--- src/rtl/seq_pattern_monitor.sv ---
// rtl/seq_pattern_monitor.sv - run-time programmable input-sequence detector
//
// Purpose: tracks an NUM_IN-bit input vector through a programmable table of
// up to MAX_STEPS care-mask/value steps. Progress advances when the current
// step matches. It holds while the previous step still matches, and it falls
// back to zero otherwise. Flags completion (match/done), loss of progress (fail)
// and, optionally, a stalled step (timeout).
//
// Optional feature macro: HOLD_TIMEOUT_EN (hold-cycle limit of TIMEOUT_CYC).
//
// Ports:
//   clk, reset      clock, synchronous active-high reset
//   enable          evaluate when 1, freeze state when 0
//   in_vec          monitored inputs
//   cfg_we          write step table entry cfg_addr with cfg_mask/cfg_val
//   cfg_len_we      write sequence length cfg_len (clamped) and cfg_rearm
//   progress        steps matched so far
//   busy            progress != 0 and not done
//   match           one-cycle pulse on sequence completion
//   done            sequence complete and parked (rearm=0)
//   fail            one-cycle pulse when partial progress is lost
//   timeout         one-cycle pulse on hold-limit expiry
module seq_pattern_monitor #(
  parameter int NUM_IN      = 4,
  parameter int MAX_STEPS   = 16,
  parameter int STEP_W      = $clog2(MAX_STEPS),
  parameter int LEN_W       = $clog2(MAX_STEPS + 1),
  parameter int TIMEOUT_CYC = 256
) (
  input  logic              clk,
  input  logic              reset,
  input  logic              enable,
  input  logic [NUM_IN-1:0] in_vec,
  input  logic              cfg_we,
  input  logic [STEP_W-1:0] cfg_addr,
  input  logic [NUM_IN-1:0] cfg_mask,
  input  logic [NUM_IN-1:0] cfg_val,
  input  logic              cfg_len_we,
  input  logic [LEN_W-1:0]  cfg_len,
  input  logic              cfg_rearm,
  output logic [LEN_W-1:0]  progress,
  output logic              busy,
  output logic              match,
  output logic              done,
  output logic              fail,
  output logic              timeout
);

  localparam logic [LEN_W-1:0] LEN_MAX = LEN_W'(MAX_STEPS);

  logic [NUM_IN-1:0] mask_q [MAX_STEPS];
  logic [NUM_IN-1:0] val_q  [MAX_STEPS];
  logic [LEN_W-1:0]  len_q;
  logic              rearm_q;

  logic [LEN_W-1:0]  p_q, p_d;
  logic              done_q, done_d;
  logic              match_q, match_d;
  logic              fail_q, fail_d;
  logic              timeout_q, timeout_d;

  logic [STEP_W-1:0] step_idx;
  logic [STEP_W-1:0] prev_idx;
  logic              c_cur;
  logic              c_prev;
  logic              cfg_wr;

`ifdef HOLD_TIMEOUT_EN
  localparam int CNT_W = (TIMEOUT_CYC > 1) ? $clog2(TIMEOUT_CYC) : 1;
  localparam logic [CNT_W-1:0] HOLD_LAST = CNT_W'(TIMEOUT_CYC - 1);
  logic [CNT_W-1:0] hold_q, hold_d;
`else
  logic unused_timeout_cfg;
  assign unused_timeout_cfg = (TIMEOUT_CYC > 0);
`endif

  // p never indexes the table once it reaches len, so the low bits suffice.
  assign step_idx = p_q[STEP_W-1:0];
  assign prev_idx = step_idx - STEP_W'(1);
  assign c_cur    = (((in_vec ^ val_q[step_idx]) & mask_q[step_idx]) == '0);
  assign c_prev   = (((in_vec ^ val_q[prev_idx]) & mask_q[prev_idx]) == '0);
  assign cfg_wr   = cfg_we | cfg_len_we;

  always_comb begin
    p_d       = p_q;
    done_d    = done_q;
    match_d   = 1'b0;
    fail_d    = 1'b0;
    timeout_d = 1'b0;
`ifdef HOLD_TIMEOUT_EN
    hold_d    = hold_q;
`endif
    if (cfg_wr) begin
      // Reconfiguration silently restarts the sequence, even mid-match.
      p_d    = '0;
      done_d = 1'b0;
`ifdef HOLD_TIMEOUT_EN
      hold_d = '0;
`endif
    end else if (enable && (len_q != '0) && !done_q) begin
      if (c_cur) begin
`ifdef HOLD_TIMEOUT_EN
        hold_d = '0;
`endif
        if ((p_q + LEN_W'(1)) == len_q) begin
          match_d = 1'b1;
          if (rearm_q) begin
            p_d = '0;
          end else begin
            p_d    = len_q;
            done_d = 1'b1;
          end
        end else begin
          p_d = p_q + LEN_W'(1);
        end
      end else if ((p_q != '0) && c_prev) begin
`ifdef HOLD_TIMEOUT_EN
        if (hold_q == HOLD_LAST) begin
          p_d       = '0;
          timeout_d = 1'b1;
          hold_d    = '0;
        end else begin
          hold_d = hold_q + CNT_W'(1);
        end
`endif
      end else begin
        fail_d = (p_q != '0);
        p_d    = '0;
`ifdef HOLD_TIMEOUT_EN
        hold_d = '0;
`endif
      end
    end
  end

  always_ff @(posedge clk) begin
    if (reset) begin
      for (int i = 0; i < MAX_STEPS; i++) begin
        mask_q[i] <= '0;
        val_q[i]  <= '0;
      end
      len_q     <= '0;
      rearm_q   <= 1'b0;
      p_q       <= '0;
      done_q    <= 1'b0;
      match_q   <= 1'b0;
      fail_q    <= 1'b0;
      timeout_q <= 1'b0;
`ifdef HOLD_TIMEOUT_EN
      hold_q    <= '0;
`endif
    end else begin
      if (cfg_we) begin
        mask_q[cfg_addr] <= cfg_mask;
        val_q[cfg_addr]  <= cfg_val;
      end
      if (cfg_len_we) begin
        len_q   <= (cfg_len > LEN_MAX) ? LEN_MAX : cfg_len;
        rearm_q <= cfg_rearm;
      end
      p_q       <= p_d;
      done_q    <= done_d;
      match_q   <= match_d;
      fail_q    <= fail_d;
      timeout_q <= timeout_d;
`ifdef HOLD_TIMEOUT_EN
      hold_q    <= hold_d;
`endif
    end
  end

  assign progress = p_q;
  assign busy     = (p_q != '0) && !done_q;
  assign match    = match_q;
  assign done     = done_q;
  assign fail     = fail_q;
  assign timeout  = timeout_q;

endmodule

--- config.mk ---
export PLATFORM = sky130hd
export DESIGN_NAME = seq_pattern_monitor
export DESIGN_NICKNAME = d
export VERILOG_FILES = /design/src/rtl/seq_pattern_monitor.sv
export SDC_FILE = /design/constraint.sdc
export NUM_CORES = 1
export LEC_CHECK = 0
export ABC_AREA = 1
export CAP_MARGIN = 10
export CORE_ASPECT_RATIO = 1.1
export CORE_MARGIN = 2
export CORE_UTILIZATION = 35
export CTS_CLUSTER_DIAMETER = 50
export DETAILED_ROUTE_END_ITERATION = 16
export DONT_BUFFER_PORTS = 1
export PLACE_DENSITY = 0.55
export SLEW_MARGIN = 15
export SYNTH_ARGS = -nofsm -noshare
export SYNTH_HDL_FRONTEND = slang
export SYNTH_SLANG_ARGS = --single-unit
--- constraint.sdc ---
create_clock -name clk -period 5.3 [get_ports clk]
set_input_delay 0.53 -clock clk [delete_from_list [all_inputs] [get_ports clk]]
set_output_delay 0.53 -clock clk [all_outputs]
set_load 0.03 [all_outputs]
==> summary.md, run 1 <==
| Metric | Value |
|---|---|
| Vias per cell | approximately 5.3 |
| Status | finished, final reports clean |
| Max_slew headroom | 0.255 |
| CTS resizes | 0 |
| Clk_skew | roughly 7.3 ps |
| DR WL/cell | between 15 and 20 µm |
| WHS Endpoint | len_q[3]$_SDFFE_PP0P_ |
| Crit path DAT | 3450 ps |
| CORE AREA | 23500 µm² |
| Post-synthesis cell type count | 34 |
| DRC violations left | 0 |
| Hold Crit Class | input pin to register |
| Power per Cell Area | about 300 nW/µm² |
| Largest net degree at the start of global routing | 75 |
| Area grow syn2layout | 7.63% |
| Synthesized flop and latch total | about 150 |
| Synthesized cell area | ~8400 µm² |
| Critical path class | register to register |
| Final hold violation count | 0 |
| Syn Inst Count | 1098 |
| Layout cells sized above 1 | 0.0512 |
| Commonest non-fill, non-tap cells in the layout | nand2_1, nand3_1, nor2_1, edfxtp_1, inv_1 |
| Area of the die | 25100 µm² |
| Final HPWL DP | between 15 and 20 mm |
| Vias | roughly 7300 |
| FF-to-FF Start | progress[0]$_SDFFE_PP0P_ |
| Reg area | about 4200 µm² |
| CTS Root Cell | clkbuf_16 |
| Worst-path cell chain | inv_4, ha_1, inv_2, nand3_1, nand3_1, nand3_1, nand2_1, nand2_1, nand3_1, inv_1, nor2_1, nand2_1, nand2_2, nand3_1, a21oi_1 |
| CTS max path bufs | 2 |
| Peak supply drop | ~0.00017 V |
| Syn avg cell area | between 7 and 8 µm² |
| Die W | ~150 µm |
| Synth Net Count | approximately 1100 |
| Hold Crit Depth | 2 |
| Footprint of the multi-input gates | between 3000 and 4000 µm² |
| Layout Nets | roughly 1100 |
| CTS Sinks | approximately 150 |
| TritonRoute pass-1 iters | 5 |
| Antenna Cells | 0 |
| # fillers | between 2000 and 2500 |
| Reg-to-reg slack, setup | roughly 2200 ps |
| GP Congestion | 0.909 |
| Clk Latency, worst-skew pair | about 440 ps |
| Hold-fix buffer count after cts | 0 |
| Post-CTS Setup Repair Bufs | 0 |
| # IOs | 37 |
| First-pass GRT wire length | 40.3 mm |
| TNS Setup | 0 ps |
| Yosys warns | 0 |
| Fmax | between 300 and 400 MHz |
| GRT Overall Usage | 0.216 |
| Clock slew at reported path FFs | 60 ps |
| Worst EP required | 5660 ps |
| Initial antenna violation count | 0 |
| Port bufs | 0 |
| Total global routing overflow | 0 |
| CP Capture Type | register |
| Drt initial violations | 857 |
| Slew @ Worst Pin | 1120 ps |
| Std-Cell Rows | ~60 |
| Crit path largest cell delay | approximately 490 ps |
| Worst Path Max Fanout | 65 |
| Hold Crit Start | cfg_len[3] |
| R2r worst-path depth | 15 |
| CTS tree | yes |
| Crit share post-route | 0.582 |
| Seq/Total Area, Yosys | 0.503 |
| Reg-to-reg critical path endpoint | progress[0]$_SDFFE_PP0P_ |
| Die height | roughly 170 µm |
| Leakage | between 0.003 and 0.004 µW |
| End-of-flow core utilization | 0.382 |
| CP most frequent cell | nand3_1 |
| Cts bufs inserted | 17 |
| Final ANT Viol Nets | 0 |
| CTS H-tree depth | 4 |
| Min cycle time layout | around 3000 ps |
| Finish-stage setup viols | 0 |
| CP Launch Type | register |
| Final WL | between 20 and 30 mm |
| # Max-Cap Violations | 0 |
| Max-slew violation count | 0 |
| Initial Utilization | 0.355 |
| CP max stage cell | inv_4 |
| RSZ-0062 raised after global routing | false |
| Vias in the first global route | ~6900 |
| Leading cell type in the layout, fill and taps excluded | nand2_1 |
[worst max path at each step]
stage	endpoint	from	slack [ps]
4_1_cts	progress[0]$_SDFFE_PP0P_	progress[0]$_SDFFE_PP0P_	2260
5_1_grt	register	progress[0]$_SDFFE_PP0P_	1900
6_report	progress[0]$_SDFFE_PP0P_	progress[0]$_SDFFE_PP0P_	2210
3_5_place_dp	mask_q[15][1]$_SDFFCE_PN0P_	reset	2210
2_1_floorplan	register	progress[0]$_SDFFE_PP0P_	2650
3_3_place_gp	mask_q[15][1]$_SDFFCE_PN0P_	reset	2220
[power by group]
group	total [µW]	switching [µW]	leakage [µW]	internal, µW
combinational	204	150	0.00219	54.6
sequential	1360	44.0	0.00137	1310
clock	1150	508	0.000261	642
total	2710	701	0.00382	2010
[logic make-up after synthesis]
logic type / count (synthesis) / share of synthesized area
other: 1 / 0.000448
XOR/XNOR: 5 / 0.00524
adder cells (fa/ha/maj): 3 / 0.00449
buffers and inverters: 156 / 0.0826
AO/OA/AOI/OAI: 34 / 0.0241
flip-flops: 146 / 0.503
AND/OR/NAND/NOR: 753 / 0.380
[metrics by stage]
stage	hold slack (ps)	total power (µW)	instances	cell area (µm²)	worst slack, ps
floorplan	476	1500	1098	8360	2650
global placement	535	1580	1348	8460	2220
detailed placement	537	1580	1348	8460	2210
CTS	225	2710	1380	9000	2260
global route	246	2790	1380	9000	1900
finish	234	2710	1380	9000	2210
[Yosys cell counts]
master | number | share of area
xor2_1 | 4 | 0.0042
nand2_1 | 357 | 0.16
dfxtp_1 | 18 | 0.043
a21boi_0 | 1 | 0.00090
nor2_4 | 1 | 0.0013
nand3b_1 | 1 | 0.00090
inv_4 | 1 | 0.00075
nand4_1 | 5 | 0.0037
clkbuf_1 | 16 | 0.0072
or2_2 | 2 | 0.0015
ha_1 | 3 | 0.0045
and2_1 | 1 | 0.00075
o211ai_2 | 1 | 0.0015
nor4_1 | 1 | 0.00075
nor2_1 | 142 | 0.064
o311ai_0 | 1 | 0.0010
xnor2_1 | 1 | 0.0010
o41ai_1 | 1 | 0.0010
buf_2 | 34 | 0.020
o21ai_0 | 8 | 0.0048
nand2_4 | 1 | 0.0013
buf_6 | 6 | 0.0081
a21oi_1 | 14 | 0.0084
buf_4 | 4 | 0.0036
nor3_1 | 5 | 0.0030
inv_1 | 88 | 0.039
conb_1 | 1 | 0.00045
nand3_1 | 231 | 0.14
inv_2 | 7 | 0.0031
o211ai_1 | 3 | 0.0027
edfxtp_1 | 128 | 0.46
o22ai_1 | 5 | 0.0037
nand2_2 | 5 | 0.0037
nor3_2 | 1 | 0.0012
[area by class of cell]
cell class	count	area share
timing repair buffer	5	0.00417
sequential	146	0.467
tap	305	0.0424
clock inverter	14	0.0128
multi-input combinational	796	0.385
inverter	96	0.0403
clock buffer	18	0.0477
[worst max-delay path: cells and delay by family, from the launching register on]
kind / cells / cell delay (ps)
simple gates: 10 / 1060
buf+inv: 3 / 1020
fa+ha+maj: 1 / 370
flops: 1 / 330
compound gates: 1 / 190
[state kept, by name, indices dropped and copies added, names as in the netlist, named ones only]
signal and flops:
mask_q 64, val_q 64, len_q 5, progress 5, done 1, fail 1
match 1, rearm_q 1
[metal layers]
metal | vias to the layer above | GRT usage | wire, µm
li1 | 3517 | - | -
met1 | 3490 | 0.300 | 11700
met2 | 281 | 0.340 | 12500
met3 | 34 | 0.0431 | 1790
met4 | 0 | 0.0662 | 505
met5 | - | 0 | 0
(Power assumes the default switching activity.)
==> run 2: changes to the inputs <==
PLACE_DENSITY = 0.57   (was 0.55)
clock period = 2.55 ns   (was 5.3 ns; I/O delays follow)
==> run 2 against run 1 <==
Compared with the run above: clock power is 130% higher; sequential power up 110%; die area unchanged; critical path depth unchanged; maximum frequency is 29% higher; total power grew 120%; register-to-register slack worse by 2000 ps; setup slack worse by 2000 ps; critical path type unchanged; largest power group unchanged.
==> summary.md, run 2 (synthesis gave the netlist of run 1 again) <==
| Metric | Value |
|---|---|
| Post-Place Cells | 1380 (+2.4%) |
| Clk_skew | 14.6 ps (+7.28 ps) |
| Largest net degree at the start of global routing | 59 (-21%) |
| Final Non-Filler Cells | 1421 (+3.0%) |
| Final WL | 26.5 mm (+0.24%) |
| Die height | 166 µm (unchanged) |
| Hold Crit Class | input pin to register |
| Critical path class | register to register |
| TritonRoute pass-1 iters | 5 (unchanged) |
| CORE AREA | 23500 µm² (unchanged) |
| CP Launch Type | register |
| DRC violations left | 0 (unchanged) |
| Area of the die | 25100 µm² (unchanged) |
| Setup WS post-layout | 164 ps (-2050 ps) |
| CTS H-tree depth | 4 (unchanged) |
| Power per Cell Area | 620 nW/µm² (+110%) |
| Worst-path cell chain | inv_1, ha_1, inv_1, nand2_1, nand2_2, nand3_1, nand3_1, nand3_1, nand3_1, inv_1, nor2_1, nand2_1, nand2_2, nand3_1, a21oi_1 |
| Final Power | 5880 µW (+120%) |
| Crit share post-route | 0.936 (+0.353) |
| DR WL/cell | 18.7 µm (-2.7%) |
| Area grow syn2layout | 13.3% |
| Min cycle time layout | 2390 ps (-701 ps) |
| CTS max path bufs | 2 (unchanged) |
| Die W | 151 µm (unchanged) |
| CP most frequent cell | nand3_1 |
| Leading cell type in the layout, fill and taps excluded | nand2_1 |
| Hold Crit Start | cfg_len_we |
| Dpl ws | 155 ps (-2060 ps) |
| Worst hold margin | 41.5 ps (-193 ps) |
| Met2 usage | 0.336 (-0.00433) |
| Crit path largest cell delay | 330 ps (-160 ps) |
| M1 GR Usage | 0.313 (+0.0128) |
| Drt initial violations | 827 (-3.5%) |
| Fmax | 419 MHz (+29%) |
| Leakage | 0.00407 µW (+6.4%) |
| FF-to-FF Start | progress[1]$_SDFFE_PP0P_ |
| Critical Path Start | progress[1]$_SDFFE_PP0P_ |
| GP Congestion | 0.937 (+3.1%) |
| CTS tree | yes |
| Total global routing overflow | 0 (unchanged) |
| Largest regs | mask_q: 64 flops, val_q: 64 flops |
| Initial Utilization | 0.355 (unchanged) |
| Final HPWL DP | 18.2 mm (+3.2%) |
| CTS Root Cell | clkbuf_16 |
| # IOs | 37 (unchanged) |
| Layout Nets | 1133 (+3.8%) |
| GRT busiest layer | met2 |
| Cts bufs inserted | 17 (unchanged) |
| Post-CTS Setup Repair Bufs | 0 (unchanged) |
| Clk Latency, worst-skew pair | 430 ps (about the same) |
| CP max stage cell | dfxtp_1 |
| Slew @ Worst Pin | 921 ps (-196 ps) |
| Layout cells sized above 1 | 0.0789 (+0.0277) |
| CTS Sinks | 146 (unchanged) |
| First-pass GRT wire length | 41.0 mm (+1.7%) |
| Worst EP required | 2910 ps (-2750 ps) |
| Status | finished, final reports clean |
| Max-slew violation count | 0 (unchanged) |
| Vias | 7452 (+1.8%) |
| # Max-Cap Violations | 0 (unchanged) |
| Vias in the first global route | 7108 (+3.4%) |
| Met3 usage | 0.0398 (-0.00330) |
| Port bufs | 0 (unchanged) |
| Commonest non-fill, non-tap cells in the layout | nand2_1, nand3_1, nor2_1, edfxtp_1, inv_1 |
| Crit path DAT | 2750 ps (-700 ps) |
| Clock slew at reported path FFs | 60 ps (about the same) |
| Vias per cell | 5.24 (-1.2%) |
| Std-Cell Rows | 59 (unchanged) |
| Antenna Cells | 0 (unchanged) |
| Initial antenna violation count | 0 (unchanged) |
| Final ANT Viol Nets | 0 (unchanged) |
| CP Capture Type | register |
| Peak supply drop | 0.000347 V (+100%) |
| GRT Overall Usage | 0.218 (+0.00149) |
| Worst Path Max Fanout | 16 (-75%) |
| Max_slew headroom | 0.385 (+0.130) |
| Finish-stage setup viols | 0 (unchanged) |
| Final hold violation count | 0 (unchanged) |
==> run 2: cell count changes in the layout (fill, tap and decap cells not counted), moves of 3 or more <==
| cell | change |
|---|---|
| buf_6 | +4 |
| buf_12 | +3 |
| clkbuf_1 | +3 |
| buf_4 | +24 |
| dlygate4sd3_1 | +9 |
| bufinv_16 | +3 |
==> run 2: layout make-up <==
class	count	area (µm²)
clock buffer	21	440
fill	2407	14100
timing repair buffer	46	428
clock inverter	11	161
inverter	96	363
tap	305	382
multi-input combinational	796	3500
sequential	146	4210
==> run 2: layer usage <==
layer / vias to the layer above / share of wire
met5: - / 0
met4: 0 / 0.021
met3: 39 / 0.074
met2: 321 / 0.46
met1: 3492 / 0.44
li1: 3600 / -
==> run 2: timing repair <==
| action | in CTS | in global routing |
|---|---|---|
| resized for setup | 0 | 11 |
| endpoints found under the setup margin | 0 | 9 |
| hold buffers | 9 | 0 |
| hold endpoints to repair | 6 | 0 |
==> run 2: through the flow <==
stage | utilization | area (µm²) | setup TNS [ps]
6_report | 0.403 | 9480 | 0
3_3_place_gp | 0.371 | 8730 | 0
3_5_place_dp | 0.371 | 8730 | 0
2_1_floorplan | - | 8360 | 0
5_1_grt | 0.403 | 9480 | -29.2
4_1_cts | 0.400 | 9430 | 0
==> run 2: path summary, 6_finish.rpt <==
kind                           endpoint  cells after the start  slack, ps
hold / removal    len_q[0]$_SDFFE_PP0P_                      2         40
setup / recovery               register                     15        160
hold reg to reg   len_q[2]$_SDFFE_PP0P_                      2        560
setup reg to reg               register                     15        160
==> run 2: critical path, delay by kind of cell, from the launching register on <==
| kind | cells | cell delay, ps |
|---|---|---|
| fa+ha+maj | 1 | 230 |
| compound gates | 1 | 160 |
| simple gates | 10 | 1360 |
| buf+inv | 3 | 250 |
| flops | 1 | 330 |
==> run 2: where the power goes <==
group | switching, µW | internal (µW)
clock | 982 | 1630
sequential | 90.7 | 2730
combinational | 320 | 134
total | 1390 | 4490
==> run 3: changes to the inputs <==
CTS_CLUSTER_SIZE = 28   (was not set)
clock period = 2.1 ns   (was 2.55 ns; I/O delays follow)
==> run 3 against run 2 <==
Compared with the run above: the run now ends with negative setup slack left; non-clock buffer count up 39; register-to-register slack got worse by 270 ps; clock-buffer cell count shrank 3; clock power rose by 25%; cell count grew 2.8%; combinational power rose by 34%; routed wire length up 4.8%; critical path depth unchanged; setup slack got worse by 270 ps; clock skew is 6.5 ps lower; sequential power up 21%; critical path type unchanged; largest power group unchanged.
==> summary.md, run 3 (synthesis gave the netlist of run 1 again) <==
| Metric | Value |
|---|---|
| Crit path DAT | 2550 ps (-200 ps) |
| Clk Latency, worst-skew pair | 430 ps (about the same) |
| CTS max path bufs | 2 (unchanged) |
| Total global routing overflow | 0 (unchanged) |
| Failing checks | negative setup slack |
| Power per Cell Area | 717 nW/µm² (+16%) |
| Crit path largest cell delay | 380 ps (+50 ps) |
| Peak supply drop | 0.000446 V (+29%) |
| Crit share post-route | 1.05 (+0.113) |
| CTS tree | yes |
| Worst Path Max Fanout | 7 (-9) |
| First-pass GRT wire length | 41.6 mm (+1.5%) |
| # fillers | 2321 (-3.6%) |
| Cts bufs inserted | 17 (unchanged) |
| Commonest non-fill, non-tap cells in the layout | nand2_1, nand3_1, nor2_1, edfxtp_1, inv_1 |
| Std-Cell Rows | 59 (unchanged) |
| Worst-path cell chain | inv_6, ha_4, buf_6, nand3_1, nand3_1, nand3_1, nand2_1, nand2_1, nand3b_1, nand2_2, inv_1, nand2_2, nand2_4, nand3_4, a21oi_1 |
| Status | complete, but fails checks |
| CORE AREA | 23500 µm² (unchanged) |
| Layout cells sized above 1 | 0.143 (+0.0639) |
| Slew @ Worst Pin | 556 ps (-366 ps) |
| Min cycle time layout | 2200 ps (-184 ps) |
| RSZ-0062 raised after global routing | true |
| Hold Crit Class | input pin to register |
| Antenna Cells | 0 (unchanged) |
| Setup WS post-layout | -102 ps (-266 ps) |
| Worst EP required | 2450 ps (-460 ps) |
| CP max stage cell | dfxtp_4 |
| Final ANT Viol Nets | 0 (unchanged) |
| CP Launch Type | register |
| Vias in the first global route | 7268 (+2.3%) |
| CTS H-tree depth | 4 (unchanged) |
| Die height | 166 µm (unchanged) |
| Max-slew violation count | 0 (unchanged) |
| Clk_skew | 8.11 ps (-6.48 ps) |
| Levels on crit path | 15 (unchanged) |
| Drt initial violations | 862 (+4.2%) |
| Vias per cell | 5.27 (+0.54%) |
| Largest net degree at the start of global routing | 38 (-36%) |
| Final Non-Filler Cells | 1461 (+2.8%) |
| Worst Path Buf+Inv | 3 (unchanged) |
| Worst hold margin | 21.4 ps (-20.1 ps) |
| # IOs | 37 (unchanged) |
| Port bufs | 0 (unchanged) |
| Vias | 7703 (+3.4%) |
| CP Capture Type | register |
| GP Congestion | 0.951 (+1.5%) |
| Initial Utilization | 0.355 (unchanged) |
| Max_slew headroom | 0.629 (+0.244) |
| Final hold violation count | 0 (unchanged) |
| CP most frequent cell | nand3_1 |
| Hold Crit Depth | 2 (unchanged) |
| Area of the die | 25100 µm² (unchanged) |
| Die W | 151 µm (unchanged) |
| Leakage | 0.00437 µW (+7.4%) |
| Final WL | 27.8 mm (+4.8%) |
| # Max-Cap Violations | 0 (unchanged) |
| Initial antenna violation count | 0 (unchanged) |
| Fmax | 454 MHz (+8.3%) |
| Critical path class | register to register |
| Clock slew at reported path FFs | 60 ps (about the same) |
| Post-Place Cells | 1413 (+2.4%) |
| Area grow syn2layout | 21.4% |
| DRC violations left | 0 (unchanged) |
| TritonRoute pass-1 iters | 6 (+1) |
| GRT Overall Usage | 0.223 (+0.00569) |
| Final HPWL DP | 19.0 mm (+4.2%) |
| CP delay by family, top | simple AND/OR/NAND/NOR gates |
| CTS Root Cell | clkbuf_16 |
| Largest regs | mask_q: 64 flops, val_q: 64 flops |
| Layout Nets | 1173 (+3.5%) |
| End-of-flow core utilization | 0.431 (+0.0285) |
| R2r worst-path depth | 15 (unchanged) |
| Leading cell type in the layout, fill and taps excluded | nand2_1 |
| DR WL/cell | 19.0 µm (+1.9%) |
| Finish-stage setup viols | 10 (+10) |
| CTS Sinks | 146 (unchanged) |
-- run 3: cell count changes in the layout (fill, tap and decap cells not counted), sizes merged --
| cell | delta |
|---|---|
| clkinvlp | -1 |
| inv | +2 |
| clkinv | +3 |
| dlygate4sd3 | +1 |
| buf | +36 |
| clkbuf | -1 |
-- run 3: area by class of cell --
type                       count  area [µm²]  area share
clock buffer                  18         429      0.0423
clock inverter                14         188      0.0185
inverter                      96         383      0.0377
multi-input combinational    796        3690       0.364
sequential                   146        4210       0.415
tap                          305         382      0.0376
timing repair buffer          85         858      0.0846
timing repair inverter         1        6.26    0.000616
-- run 3: per-layer routing --
| metal | global-route usage | share of wire | vias to the layer above |
|---|---|---|---|
| li1 | - | - | 3680 |
| met1 | 0.302 | 0.43 | 3605 |
| met2 | 0.346 | 0.46 | 360 |
| met3 | 0.0478 | 0.073 | 58 |
| met4 | 0.0947 | 0.041 | 0 |
| met5 | 0 | 0 | - |
-- run 3: worst paths after layout --
path / slack, ps / from / to
max: -100 / progress[0]$_SDFFE_PP0P_ / progress[0]$_SDFFE_PP0P_
min: 20 / cfg_len_we / len_q[1]$_SDFFE_PP0P_
max reg2reg: -100 / progress[0]$_SDFFE_PP0P_ / progress[0]$_SDFFE_PP0P_
min reg2reg: 590 / progress[3]$_SDFFE_PP0P_ / register
-- run 3: per-stage QoR --
stage                     cell area [µm²]  worst slack [ps]  total power (µW)  setup TNS, ps
after floorplan                      8450             -73.0              3800           -531
after global placement               9100             -83.1              4030           -522
after detailed placement             9100             -84.1              4040           -606
after CTS                            9920             -37.1              7270           -235
after global routing                10200              -241              7500          -2020
final                               10200              -102              7280           -800
-- run 3: repair_timing --
| action | 4_1_cts | 5_1_grt |
|---|---|---|
| endpoints found under the hold margin | 6 | 0 |
| pin swaps | 10 | 11 |
| cloned | 1 | 2 |
| setup buffers | 0 | 3 |
| setup endpoints to repair | 10 | 12 |
| resized for setup | 24 | 33 |
| hold buffers | 10 | 0 |
-- run 3: report_power, final --
group          internal (µW)  switching [µW]
sequential              3310             115
combinational            199             411
clock                   1980            1260
total                   5490            1790
